**src/rtl/cache_fill_ctrl_pkg.sv**
```systemverilog
// Shared types and sizing helpers for the page-cache fill controller.
package cache_pkg;

    // Controller sequencing: wait for a lookup, burst a page in, report it.
    typedef enum logic [1:0] {
        ST_IDLE = 2'd0,
        ST_FILL = 2'd1,
        ST_DONE = 2'd2
    } fill_state_t;

    localparam int DEF_PAGES     = 32'sd4;
    localparam int DEF_PAGE_BITS = 32'sd8;
    localparam int DEF_ADDR_W    = 32'sd16;

    // Tag and page-index widths for the default geometry.
    localparam int TAG_W = DEF_ADDR_W - DEF_PAGE_BITS;
    localparam int IDX_W = $clog2(DEF_PAGES);

    // Tag width for an arbitrary geometry.
    function automatic int f_tag_w(input int addr_w, input int page_bits);
        return addr_w - page_bits;
    endfunction

    // Page-index width; never narrower than one bit.
    function automatic int f_idx_w(input int pages);
        return (pages > 32'sd1) ? $clog2(pages) : 32'sd1;
    endfunction

endpackage

```
**src/rtl/cache_fill_ctrl_if.sv**
```systemverilog
// CPU-side lookup, backing-memory read and cache-array write signals of the
// fill controller, bundled so the controller and its environment share one port.
interface cache_fill_ctrl_if import cache_pkg::*; #(
    parameter int PAGES     = DEF_PAGES,
    parameter int PAGE_BITS = DEF_PAGE_BITS,
    parameter int ADDR_W    = DEF_ADDR_W
) ();
    localparam int IF_IDX_W = f_idx_w(PAGES);

    // CPU side
    logic                  cpu_valid;
    logic [ADDR_W-1:0]     cpu_a;
    logic                  flush;
    logic                  cpu_rdy;
    logic                  hit;
    logic [IF_IDX_W-1:0]   hit_page;

    // Backing-memory read side
    logic                  mem_req;
    logic [ADDR_W-1:0]     mem_addr;
    logic                  mem_ack;
    logic [7:0]            mem_data;

    // Cache-array write side
    logic                  fill_we;
    logic [IF_IDX_W-1:0]   fill_page;
    logic [PAGE_BITS-1:0]  fill_off;
    logic [7:0]            fill_data;

    // Environment: CPU strobe source, backing memory, cache-array sink.
    modport master (
        output cpu_valid, cpu_a, flush, mem_ack, mem_data,
        input  cpu_rdy, hit, hit_page, mem_req, mem_addr,
               fill_we, fill_page, fill_off, fill_data
    );

    // Fill controller.
    modport slave (
        input  cpu_valid, cpu_a, flush, mem_ack, mem_data,
        output cpu_rdy, hit, hit_page, mem_req, mem_addr,
               fill_we, fill_page, fill_off, fill_data
    );

endinterface

```
**src/rtl/cache_fill_ctrl_tag_store.sv**
```systemverilog
// Tag and valid registers for every cache page, with a parallel tag compare,
// lowest-invalid-page selection and a whole-cache invalidate.
module cache_tag_store import cache_pkg::*; #(
    parameter int PAGES   = DEF_PAGES,
    parameter int P_TAG_W = TAG_W,
    parameter int P_IDX_W = IDX_W
) (
    input  logic               clk,
    input  logic               rst_n,
    input  logic [P_TAG_W-1:0] i_lookup_tag,
    output logic               o_hit,
    output logic [P_IDX_W-1:0] o_hit_idx,
    output logic               o_any_invalid,
    output logic [P_IDX_W-1:0] o_free_idx,
    input  logic               i_set_we,
    input  logic [P_IDX_W-1:0] i_set_idx,
    input  logic [P_TAG_W-1:0] i_set_tag,
    input  logic               i_clear_all
);

    logic [P_TAG_W-1:0] r_tag [PAGES];
    logic [PAGES-1:0]   r_valid;

    logic               w_hit;
    logic [P_IDX_W-1:0] w_hit_idx;
    logic [P_IDX_W-1:0] w_free_idx;

    // Install a freshly filled page; an invalidate overrides everything.
    always_ff @(posedge clk) begin
        if (!rst_n) begin
            r_valid <= '0;
            for (int i = 0; i < PAGES; i++) begin
                r_tag[i] <= '0;
            end
        end else begin
            if (i_set_we) begin
                r_tag[i_set_idx]   <= i_set_tag;
                r_valid[i_set_idx] <= 1'b1;
            end
            if (i_clear_all) begin
                r_valid <= '0;
            end
        end
    end

    // Compare every page at once; scanning downwards leaves the lowest index.
    always_comb begin
        w_hit      = 1'b0;
        w_hit_idx  = '0;
        w_free_idx = '0;
        for (int i = PAGES - 1; i >= 0; i--) begin
            w_hit_idx  = (r_valid[i] && (r_tag[i] == i_lookup_tag)) ? P_IDX_W'(i) : w_hit_idx;
            w_hit      = w_hit | (r_valid[i] && (r_tag[i] == i_lookup_tag));
            w_free_idx = (!r_valid[i]) ? P_IDX_W'(i) : w_free_idx;
        end
    end

    assign o_hit         = w_hit;
    assign o_hit_idx     = w_hit_idx;
    assign o_free_idx    = w_free_idx;
    assign o_any_invalid = ~&r_valid;

endmodule

```
**src/rtl/cache_fill_ctrl.sv**
```systemverilog
// Miss handler and page refill sequencer for the CPU-side page cache. Looks up
// each strobed CPU address, stalls the CPU on a miss, bursts the victim page in
// from backing memory and writes every byte into the cache array.
module cache_fill_ctrl import cache_pkg::*; #(
    parameter int PAGES     = DEF_PAGES,
    parameter int PAGE_BITS = DEF_PAGE_BITS,
    parameter int ADDR_W    = DEF_ADDR_W
) (
    input  logic             fpga,
    input  logic             rst_n,
    cache_fill_ctrl_if.slave bus
);

    localparam int                   L_TAG_W   = f_tag_w(ADDR_W, PAGE_BITS);
    localparam int                   L_IDX_W   = f_idx_w(PAGES);
    localparam logic [PAGE_BITS-1:0] L_CNT_ONE = PAGE_BITS'(1'b1);
    localparam logic [L_IDX_W-1:0]   L_IDX_ONE = L_IDX_W'(1'b1);

    // State and registered outputs
    fill_state_t          r_state;
    logic [L_TAG_W-1:0]   r_tag;
    logic [L_IDX_W-1:0]   r_victim;
    logic [PAGE_BITS-1:0] r_cnt;
    logic [L_IDX_W-1:0]   r_rr;
    logic                 r_flush_pend;
    logic                 r_cpu_rdy;
    logic                 r_hit;
    logic [L_IDX_W-1:0]   r_hit_page;
    logic                 r_mem_req;
    logic [ADDR_W-1:0]    r_mem_addr;
    logic                 r_fill_we;
    logic [L_IDX_W-1:0]   r_fill_page;
    logic [PAGE_BITS-1:0] r_fill_off;
    logic [7:0]           r_fill_data;

    // Next-state values
    fill_state_t          w_state_nxt;
    logic [L_TAG_W-1:0]   w_tag_nxt;
    logic [L_IDX_W-1:0]   w_victim_nxt;
    logic [PAGE_BITS-1:0] w_cnt_nxt;
    logic [L_IDX_W-1:0]   w_rr_nxt;
    logic                 w_flush_pend_nxt;
    logic                 w_cpu_rdy_nxt;
    logic                 w_hit_nxt;
    logic [L_IDX_W-1:0]   w_hit_page_nxt;
    logic                 w_mem_req_nxt;
    logic [ADDR_W-1:0]    w_mem_addr_nxt;
    logic                 w_fill_we_nxt;
    logic [L_IDX_W-1:0]   w_fill_page_nxt;
    logic [PAGE_BITS-1:0] w_fill_off_nxt;
    logic [7:0]           w_fill_data_nxt;

    // Tag store interface
    logic [L_TAG_W-1:0]   w_lookup_tag;
    logic                 w_store_hit;
    logic [L_IDX_W-1:0]   w_store_hit_idx;
    logic                 w_any_invalid;
    logic [L_IDX_W-1:0]   w_free_idx;
    logic                 w_set_we;
    logic                 w_clear_all;

    logic                 w_ack;
    logic [PAGE_BITS-1:0] w_cnt_inc;

    assign w_lookup_tag = bus.cpu_a[ADDR_W-1:PAGE_BITS];
    assign w_ack        = r_mem_req & bus.mem_ack;
    assign w_cnt_inc    = r_cnt + L_CNT_ONE;

    cache_tag_store #(
        .PAGES   (PAGES),
        .P_TAG_W (L_TAG_W),
        .P_IDX_W (L_IDX_W)
    ) u_tag_store (
        .clk           (fpga),
        .rst_n         (rst_n),
        .i_lookup_tag  (w_lookup_tag),
        .o_hit         (w_store_hit),
        .o_hit_idx     (w_store_hit_idx),
        .o_any_invalid (w_any_invalid),
        .o_free_idx    (w_free_idx),
        .i_set_we      (w_set_we),
        .i_set_idx     (r_victim),
        .i_set_tag     (r_tag),
        .i_clear_all   (w_clear_all)
    );

    // Next-state and next-output decode for the IDLE/FILL/DONE sequence.
    always_comb begin
        w_state_nxt      = r_state;
        w_tag_nxt        = r_tag;
        w_victim_nxt     = r_victim;
        w_cnt_nxt        = r_cnt;
        w_rr_nxt         = r_rr;
        w_flush_pend_nxt = r_flush_pend;
        w_cpu_rdy_nxt    = r_cpu_rdy;
        w_hit_nxt        = 1'b0;
        w_hit_page_nxt   = r_hit_page;
        w_mem_req_nxt    = r_mem_req;
        w_mem_addr_nxt   = r_mem_addr;
        w_fill_we_nxt    = 1'b0;
        w_fill_page_nxt  = r_fill_page;
        w_fill_off_nxt   = r_fill_off;
        w_fill_data_nxt  = r_fill_data;
        w_set_we         = 1'b0;
        w_clear_all      = 1'b0;

        case (r_state)
            ST_IDLE: begin
                w_cpu_rdy_nxt = 1'b1;
                w_mem_req_nxt = 1'b0;
                w_clear_all   = bus.flush;
                if (bus.cpu_valid) begin
                    // A coincident flush empties the cache, so the lookup misses.
                    if (w_store_hit && !bus.flush) begin
                        w_hit_nxt      = 1'b1;
                        w_hit_page_nxt = w_store_hit_idx;
                    end else begin
                        w_tag_nxt      = w_lookup_tag;
                        if (bus.flush) begin
                            w_victim_nxt = '0;
                        end else if (w_any_invalid) begin
                            w_victim_nxt = w_free_idx;
                        end else begin
                            w_victim_nxt = r_rr;
                        end
                        w_cnt_nxt      = '0;
                        w_mem_req_nxt  = 1'b1;
                        w_mem_addr_nxt = {w_lookup_tag, {PAGE_BITS{1'b0}}};
                        w_cpu_rdy_nxt  = 1'b0;
                        w_state_nxt    = ST_FILL;
                    end
                end else begin
                    w_state_nxt = ST_IDLE;
                end
            end

            ST_FILL: begin
                // A flush mid-burst waits until the page has been reported.
                w_flush_pend_nxt = r_flush_pend | bus.flush;
                if (w_ack) begin
                    w_fill_we_nxt   = 1'b1;
                    w_fill_page_nxt = r_victim;
                    w_fill_off_nxt  = r_cnt;
                    w_fill_data_nxt = bus.mem_data;
                    w_cnt_nxt       = w_cnt_inc;
                    w_mem_addr_nxt  = {r_tag, w_cnt_inc};
                    if (r_cnt == '1) begin
                        w_mem_req_nxt  = 1'b0;
                        w_set_we       = 1'b1;
                        w_rr_nxt       = r_victim + L_IDX_ONE;
                        w_hit_nxt      = 1'b1;
                        w_hit_page_nxt = r_victim;
                        w_cpu_rdy_nxt  = 1'b1;
                        w_state_nxt    = ST_DONE;
                    end else begin
                        w_state_nxt = ST_FILL;
                    end
                end else begin
                    w_state_nxt = ST_FILL;
                end
            end

            ST_DONE: begin
                w_clear_all      = bus.flush | r_flush_pend;
                w_flush_pend_nxt = 1'b0;
                w_state_nxt      = ST_IDLE;
            end

            default: begin
                w_state_nxt      = ST_IDLE;
                w_cpu_rdy_nxt    = 1'b1;
                w_mem_req_nxt    = 1'b0;
                w_flush_pend_nxt = 1'b0;
            end
        endcase
    end

    // State and output registers; reset returns every element to its idle value.
    always_ff @(posedge fpga) begin
        if (!rst_n) begin
            r_state      <= ST_IDLE;
            r_tag        <= '0;
            r_victim     <= '0;
            r_cnt        <= '0;
            r_rr         <= '0;
            r_flush_pend <= 1'b0;
            r_cpu_rdy    <= 1'b1;
            r_hit        <= 1'b0;
            r_hit_page   <= '0;
            r_mem_req    <= 1'b0;
            r_mem_addr   <= '0;
            r_fill_we    <= 1'b0;
            r_fill_page  <= '0;
            r_fill_off   <= '0;
            r_fill_data  <= 8'h00;
        end else begin
            r_state      <= w_state_nxt;
            r_tag        <= w_tag_nxt;
            r_victim     <= w_victim_nxt;
            r_cnt        <= w_cnt_nxt;
            r_rr         <= w_rr_nxt;
            r_flush_pend <= w_flush_pend_nxt;
            r_cpu_rdy    <= w_cpu_rdy_nxt;
            r_hit        <= w_hit_nxt;
            r_hit_page   <= w_hit_page_nxt;
            r_mem_req    <= w_mem_req_nxt;
            r_mem_addr   <= w_mem_addr_nxt;
            r_fill_we    <= w_fill_we_nxt;
            r_fill_page  <= w_fill_page_nxt;
            r_fill_off   <= w_fill_off_nxt;
            r_fill_data  <= w_fill_data_nxt;
        end
    end

    assign bus.cpu_rdy   = r_cpu_rdy;
    assign bus.hit       = r_hit;
    assign bus.hit_page  = r_hit_page;
    assign bus.mem_req   = r_mem_req;
    assign bus.mem_addr  = r_mem_addr;
    assign bus.fill_we   = r_fill_we;
    assign bus.fill_page = r_fill_page;
    assign bus.fill_off  = r_fill_off;
    assign bus.fill_data = r_fill_data;

endmodule

```
**src/flat_wrapper.sv**
```systemverilog
// flat-port wrapper written by rule: the top's interface ports become plain ports
module cache_fill_ctrl_flat import cache_pkg::*;
#(
    parameter int PAGES     = DEF_PAGES,
    parameter int PAGE_BITS = DEF_PAGE_BITS,
    parameter int ADDR_W    = DEF_ADDR_W
)
  (fpga, rst_n, bus_cpu_valid, bus_cpu_a, bus_flush, bus_mem_ack, bus_mem_data, bus_cpu_rdy, bus_hit, bus_hit_page, bus_mem_req, bus_mem_addr, bus_fill_we, bus_fill_page, bus_fill_off, bus_fill_data);
  cache_fill_ctrl_if #(.PAGES(PAGES), .PAGE_BITS(PAGE_BITS), .ADDR_W(ADDR_W)) bus_i ();
  input  logic fpga;
  input  logic rst_n;
  input wire logic [$bits(bus_i.cpu_valid)-1:0] bus_cpu_valid;
  input wire logic [$bits(bus_i.cpu_a)-1:0] bus_cpu_a;
  input wire logic [$bits(bus_i.flush)-1:0] bus_flush;
  input wire logic [$bits(bus_i.mem_ack)-1:0] bus_mem_ack;
  input wire logic [$bits(bus_i.mem_data)-1:0] bus_mem_data;
  output wire logic [$bits(bus_i.cpu_rdy)-1:0] bus_cpu_rdy;
  output wire logic [$bits(bus_i.hit)-1:0] bus_hit;
  output wire logic [$bits(bus_i.hit_page)-1:0] bus_hit_page;
  output wire logic [$bits(bus_i.mem_req)-1:0] bus_mem_req;
  output wire logic [$bits(bus_i.mem_addr)-1:0] bus_mem_addr;
  output wire logic [$bits(bus_i.fill_we)-1:0] bus_fill_we;
  output wire logic [$bits(bus_i.fill_page)-1:0] bus_fill_page;
  output wire logic [$bits(bus_i.fill_off)-1:0] bus_fill_off;
  output wire logic [$bits(bus_i.fill_data)-1:0] bus_fill_data;
  assign bus_i.cpu_valid = bus_cpu_valid;
  assign bus_i.cpu_a = bus_cpu_a;
  assign bus_i.flush = bus_flush;
  assign bus_i.mem_ack = bus_mem_ack;
  assign bus_i.mem_data = bus_mem_data;
  assign bus_cpu_rdy = bus_i.cpu_rdy;
  assign bus_hit = bus_i.hit;
  assign bus_hit_page = bus_i.hit_page;
  assign bus_mem_req = bus_i.mem_req;
  assign bus_mem_addr = bus_i.mem_addr;
  assign bus_fill_we = bus_i.fill_we;
  assign bus_fill_page = bus_i.fill_page;
  assign bus_fill_off = bus_i.fill_off;
  assign bus_fill_data = bus_i.fill_data;
  cache_fill_ctrl #(.PAGES(PAGES), .PAGE_BITS(PAGE_BITS), .ADDR_W(ADDR_W)) u_core (.fpga(fpga), .rst_n(rst_n), .bus(bus_i));
endmodule
```
**config.mk**
```make
export PLATFORM = sky130hd
export DESIGN_NAME = cache_fill_ctrl_flat
export DESIGN_NICKNAME = d
export VERILOG_FILES = /design/src/rtl/cache_fill_ctrl_pkg.sv /design/src/rtl/cache_fill_ctrl_if.sv /design/src/rtl/cache_fill_ctrl_tag_store.sv /design/src/rtl/cache_fill_ctrl.sv /design/src/flat_wrapper.sv
export SDC_FILE = /design/constraint.sdc
export NUM_CORES = 1
export LEC_CHECK = 0
export BUFFER_PORTS_ARGS = -buffer_cell sky130_fd_sc_hd__clkbuf_2
export CORE_MARGIN = 2
export CORE_UTILIZATION = 50
export CTS_CLUSTER_SIZE = 16
export DETAILED_ROUTE_END_ITERATION = 10
export GPL_TIMING_DRIVEN = 0
export HOLD_SLACK_MARGIN = 0.15
export PLACE_DENSITY = 0.75
export SLEW_MARGIN = 15
export SYNTH_ARGS = -nofsm -noshare
export SYNTH_HDL_FRONTEND = slang
export SYNTH_SLANG_ARGS = --single-unit
```
**constraint.sdc**
```tcl
create_clock -name fpga -period 2.19 [get_ports fpga]
set_input_delay 0.1095 -clock fpga [delete_from_list [all_inputs] [get_ports fpga]]
set_output_delay 0.1095 -clock fpga [all_outputs]
set_load 0.01 [all_outputs]
```
## Yosys cells after proc, flatten, opt, wreduce, memory -nomap -nowiden

Memory sizes are Yosys's and may differ from the RTL's.
Index checks and enable logic that the tools add are counted.

- Flip-flop bits (word level): 67
- Memory bits (writable): 32
- Output and inout port bits: 40
- Word-level logic and storage cells: 117
- Memories: 1

- Add/subtract/negate cells: 2
- Magnitude comparators: 2
- Equality and inequality tests: 13
- Mux-type cells: 55
- Bitwise logic cells: 9
- Reduce and logical (&&, ||, !) cells: 19

Memories:

| memory | depth | width | read ports | clocked after Yosys merged registers in | wr ports | RTL line | RTL |
|---|---|---|---|---|---|---|---|
| u_core.u_tag_store.r_tag | 4 | 8 | 4 | 0 | 4 | cache_fill_ctrl_tag_store.sv:21 | `logic [P_TAG_W-1:0] r_tag [PAGES];` |

Operators with widths:

| kind | number |
|---|---|
| $mux 16 | 3 |
| $mux 2 | 19 |
| $eq 8x8->1 | 4 |
| $mux 8 | 4 |
| $pmux 16 s2 | 1 |
| $mux 1 | 19 |
| $pmux 8 s2 | 1 |
| $reduce_and 3->1 | 3 |
| $add 8x1->8 const B | 1 |
| $eq 8x8->1 const B | 1 |
| $pmux 2 s2 | 2 |
| $reduce_and 4->1 | 2 |
| $reduce_or 8->1 | 1 |
| $logic_and 1x1->1 | 6 |
| $ne 2x1->1 const B | 3 |
| $pmux 1 s2 | 3 |
| $pmux 1 s3 | 2 |
| $reduce_and 5->1 | 1 |
| $ne 2x2->1 const B | 2 |
| $or 1x1->1 | 4 |
| $or 4x4->4 | 1 |
| $reduce_and 2->1 | 2 |
| $lt 2x3->1 const B | 1 |
| $ne 3x3->1 const B | 1 |
| 11 further kinds | 13 |

## Logic depth before layout (Yosys ltp)

- Word-level depth: 9
- Depth in mapped cells: 9

## Cells and area by module

Synthesis repeated with hierarchy kept, for this count alone.

- Cell total of the unflattened synthesis: 408
- Area total of the unflattened synthesis: 4,052.6 µm²

By module, submodules not included:

| module | instances | cells an instance | area each (µm²) | sequential area each (µm²) |
|---|---|---|---|---|
| cache_fill_ctrl | 1 | 247 | 2,298.5 | 1,101.1 |
| cache_tag_store | 1 | 161 | 1,754.2 | 1,041.0 |

## Least setup slack after synthesis

No wires, ideal clock.

- Kind: flip-flop to flip-flop
- Start: reg, netlist name u_core.bus.mem_addr[0]
- End: mem u_core.u_tag_store.r_tag[3][0] (netlist name), enable pin
- Setup time: 387 ps
- Arrival time: 1,767 ps
- Slack: 36 ps
- Stages on the path, launching flop included: 6
- Buffers on the path: 0
- Period minus slack after synthesis: 2,154 ps
- Path through: dfxtp_1 > ha_1 > and3_1 > and3_1 > nand2_1 > o31ai_1

RTL lines:

| element | RTL line |
|---|---|
| end: declaration | cache_fill_ctrl_tag_store.sv:21 |

## Final worst setup path

- Start: in bus_cpu_a[10]
- End: reg u_core.r_mem_addr[5], in the netlist u_core.bus.mem_addr[5]

- Cells in the longest elaborated chain, start to end: 8
- Elaborated cells between the ends (all ways): 14

RTL lines:

| element | RTL line | RTL |
|---|---|---|
| start: declaration | flat_wrapper.sv:13 | `input wire logic [$bits(bus_i.cpu_a)-1:0] bus_cpu_a;` |
| $eq 8x8->1 | cache_fill_ctrl_tag_store.sv:53 | `w_hit = w_hit \| (r_valid[i] && (r_tag[i] == i_lookup_tag));` |
| $logic_and 1x1->1 | cache_fill_ctrl_tag_store.sv:53 |  |
| $or 1x1->1 (2 in a row) | cache_fill_ctrl_tag_store.sv:53 |  |
| $or 1x1->1 (*) | cache_fill_ctrl_tag_store.sv:53 |  |
| $logic_and 1x1->1 (*) | cache_fill_ctrl.sv:114 | `if (w_store_hit && !bus.flush) begin` |
| $ne 2x2->1 (no line) (*) | -- |  |
| $reduce_and 4->1 (no line) (*) | -- |  |
| end signal: assignment | cache_fill_ctrl.sv:207 | `r_mem_addr <= w_mem_addr_nxt;` |
| end: declaration | cache_fill_ctrl.sv:30 | `logic [ADDR_W-1:0] r_mem_addr;` |

Mark *: on every way between the ends. The rest lies on a longest branch, timed or not.
A chain may end at the register's enable or synchronous reset.

==> results by group <==
Placed design
  – Post-DP Area: 4686 µm²
  – Global placement routability congestion: 0.8586
  – IO Port Bufs: 52
  – DP Cell Count: 583
  – Worst slack, placed: -0.4398 ns
  – Post-DP HPWL: 7.007 mm

Drt
  – Antenna Nets Post-Route: 0
  – Routed length per placed instance: 16.50 µm
  – Iter 0 DRT Violations: 286
  – Vias per cell: 5.536
  – DRT Wirelength: 10.28 mm
  – DRC viols: 0
  – Vias post-DR: 3449
  – First drt pass iteration count: 5

Setup path
  – Critical Path, Cell by Cell: dlygate4sd3_1 -> buf_6 -> xor2_1 -> nor4_1 -> nand4_1 -> nor2b_4 -> a21boi_4 -> buf_6 -> o31ai_1 -> a21oi_1
  – CP max stage delay: 0.56 ns
  – CP Launch Type: input pin
  – CP max stage cell: dlygate4sd3_1
  – Crit Path Category: input pin to register
  – CP required: 2.48 ns
  – CP arrival: 2.40 ns
  – Crit path top cell by count: buf_6
  – Worst setup EP type: register
  – Crit-path max FO: 10

CTS
  – Clock Path Buffers: 2
  – H-tree levels: 3
  – Reg clk slew, reported paths: 0.09 ns
  – CTS sink count: 91
  – CTS buffer count: 9
  – CTS root buf: clkbuf_8
  – Clk Latency, worst-skew pair: 0.36 ns
  – CTS tree: yes

Finish
  – Fin util: 0.6242
  – N_diodes: 0
  – Most frequent cells in the layout: 58 x dfxtp_1, 55 x a21oi_1, 53 x clkbuf_2
  – Area Overhead vs Synth: 20.05%
  – Post-Layout Cell Count: 623
  – Nets: 548
  – FF+latch area: 2143 µm²
  – Multi-input logic area: 2004 µm²
  – Commonest non-fill, non-tap cell in the layout: dfxtp_1
  – Layout fillers: 706
  – Design area: 5155 µm²
  – Layout cell share with drive strength beyond 1: 0.2239

Floorplanning
  – Chip width: 96.67 µm
  – Core area: 8258 µm²
  – Die area: 9345 µm²
  – Row count: 33
  – Initial cell density of the core: 0.5200
  – I/O pin cnt: 69
  – Die height: 96.67 µm

Timing
  – Setup-failing EPs final: 0
  – Setup Skew: 0.01017 ns
  – WHS: 0.2090 ns
  – Slew Viols, Final: 0
  – Final hold violation count: 0
  – Slew margin rel.: 0.5101
  – Setup ws final: 0.08394 ns
  – Total negative setup slack: 0 ns
  – Min Tclk post-route: 2.106 ns
  – Fin crit share: 0.9617
  – Max Clk Rate: 0.4748 GHz
  – Worst Max-Slew Pin Slew: 0.7349 ns

Global route
  – Largest net degree at the start of global routing: 14
  – Initial antenna violation count: 0
  – Overflow after GRT: 0
  – Vias in the first global route: 3288
  – First-pass GRT wire length: 16.70 mm
  – All-layer global routing usage: 0.2233

Power and ir drop
  – Switch Pwr: 0.7990 mW
  – Clock share of power: 0.309
  – Peak supply drop: 0.2799 mV
  – Power density cells: 621.0 nW/µm²
  – Reg power frac: 0.580
  – P_int: 2.402 mW
  – Logic pwr share: 0.111
  – Overall power: 3.201 mW
  – Sw frac: 0.2496
  – Leak: 1.935 nW

Run
  – Number of max-cap violations: 0

Synthesis
  – Register area share after synthesis: 0.4988
  – Ys flop type: dfxtp_1
  – Asr flop ratio synth: 0
  – Syn_area_per_cell: 10.08 µm²
  – Synth area leaders: dfxtp_1 28%, edfxtp_1 22%, a21oi_1 6.4%
  – Synth Instances: 426
  – Synthesized Nets: 460
  – Synth cell types: 46
  – EDFF count, synth: 32
  – Synth Warn #: 0
  – Yosys reg bits: 91
  – Yosys top cell area share: 0.2751
  – Mapped cell area: 4294 µm²
  – Synth area leader: dfxtp_1

Worst hold path
  – Hold crit path type: input pin to register

Status
  – Status: completed
[synthesized netlist by cell type, drive strengths merged (10+ instances only)]
cell type	n
o21ai	20
nand3	18
dfxtp	59
edfxtp	32
mux2i	10
buf	17
xnor2	23
nor2	15
a21oi	57
nand2	50
and2	34
[logic make-up (layout without fill, tap and decap cells)]
group,count (synthesis),in the layout,synth area share
buf+inv,34,126,0.04750
xor+xnor,32,32,0.06527
simple gates,156,156,0.2011
flops,91,91,0.4988
mux,10,10,0.02331
compound gates,98,98,0.1495
fa+ha+maj,5,5,0.01457
[power groups by stage]
stage / Sequential (mW) / Combinational [mW] / Clock (mW)
final: 1.86 / 0.355 / 0.989
after global routing: 1.86 / 0.385 / 1.06
after CTS: 1.86 / 0.349 / 0.999
after detailed placement: 1.90 / 0.316 / 0
after global placement: 1.89 / 0.309 / 0
after floorplan: 1.89 / 0.219 / 0
[state kept, by name, indices dropped and copies added (netlist names), 2 cells and up]
register	cells
u_core.bus.fill_off	8
u_core.r_tag	8
u_core.u_tag_store.r_valid	4
u_core.r_state	2
u_core.u_tag_store.r_tag	32
u_core.bus.fill_page	2
u_core.r_victim	2
u_core.bus.mem_addr	16
u_core.bus.hit_page	2
u_core.bus.fill_data	8
u_core.r_rr	2
[worst paths after layout]
path	from	slack, ns	depth (start not counted)	endpoint
min	bus_mem_ack	0.21	4	u_core.r_state[0]
min reg2reg	u_core.bus.fill_data[0]	0.46	2	u_core.bus.fill_data[0]
max	bus_cpu_a[10]	0.08	10	u_core.bus.mem_addr[5]
max reg2reg	u_core.bus.mem_addr[0]	0.15	6	u_core.u_tag_store.r_tag[1][2]
[worst max-delay path: cells and delay by family]
family	cells	cell delay, ns
AND/OR/NAND/NOR	3	0.78
buffers and inverters	3	0.88
XOR/XNOR	1	0.16
AO/OA/AOI/OAI	3	0.47
[cell type report]
type	count	share of cell area
Multi-Input combinational cell	301	0.3888
Clock inverter	3	0.002913
Inverter	8	0.005825
Clock buffer	12	0.02840
Buffer	26	0.03374
Sequential cell	91	0.4158
Timing Repair Buffer	77	0.09903
Tap cell	105	0.02549
[layer usage]
metal	wire length [µm]	vias to the layer above	track usage
met5	0	-	0
met4	244	0	0.08342
met3	551	17	0.04263
met2	5102	106	0.3755
met1	4382	1658	0.2862
li1	-	1668	-
[what timing repair did]
item,CTS,global route
setup buffers,3,2
gates resized for setup,10,3
endpoints found under the setup margin,32,33
hold buffers,20,0
endpoints found under the hold margin,20,0
pin swaps,3,3
Power figures use the tool's default switching activity.
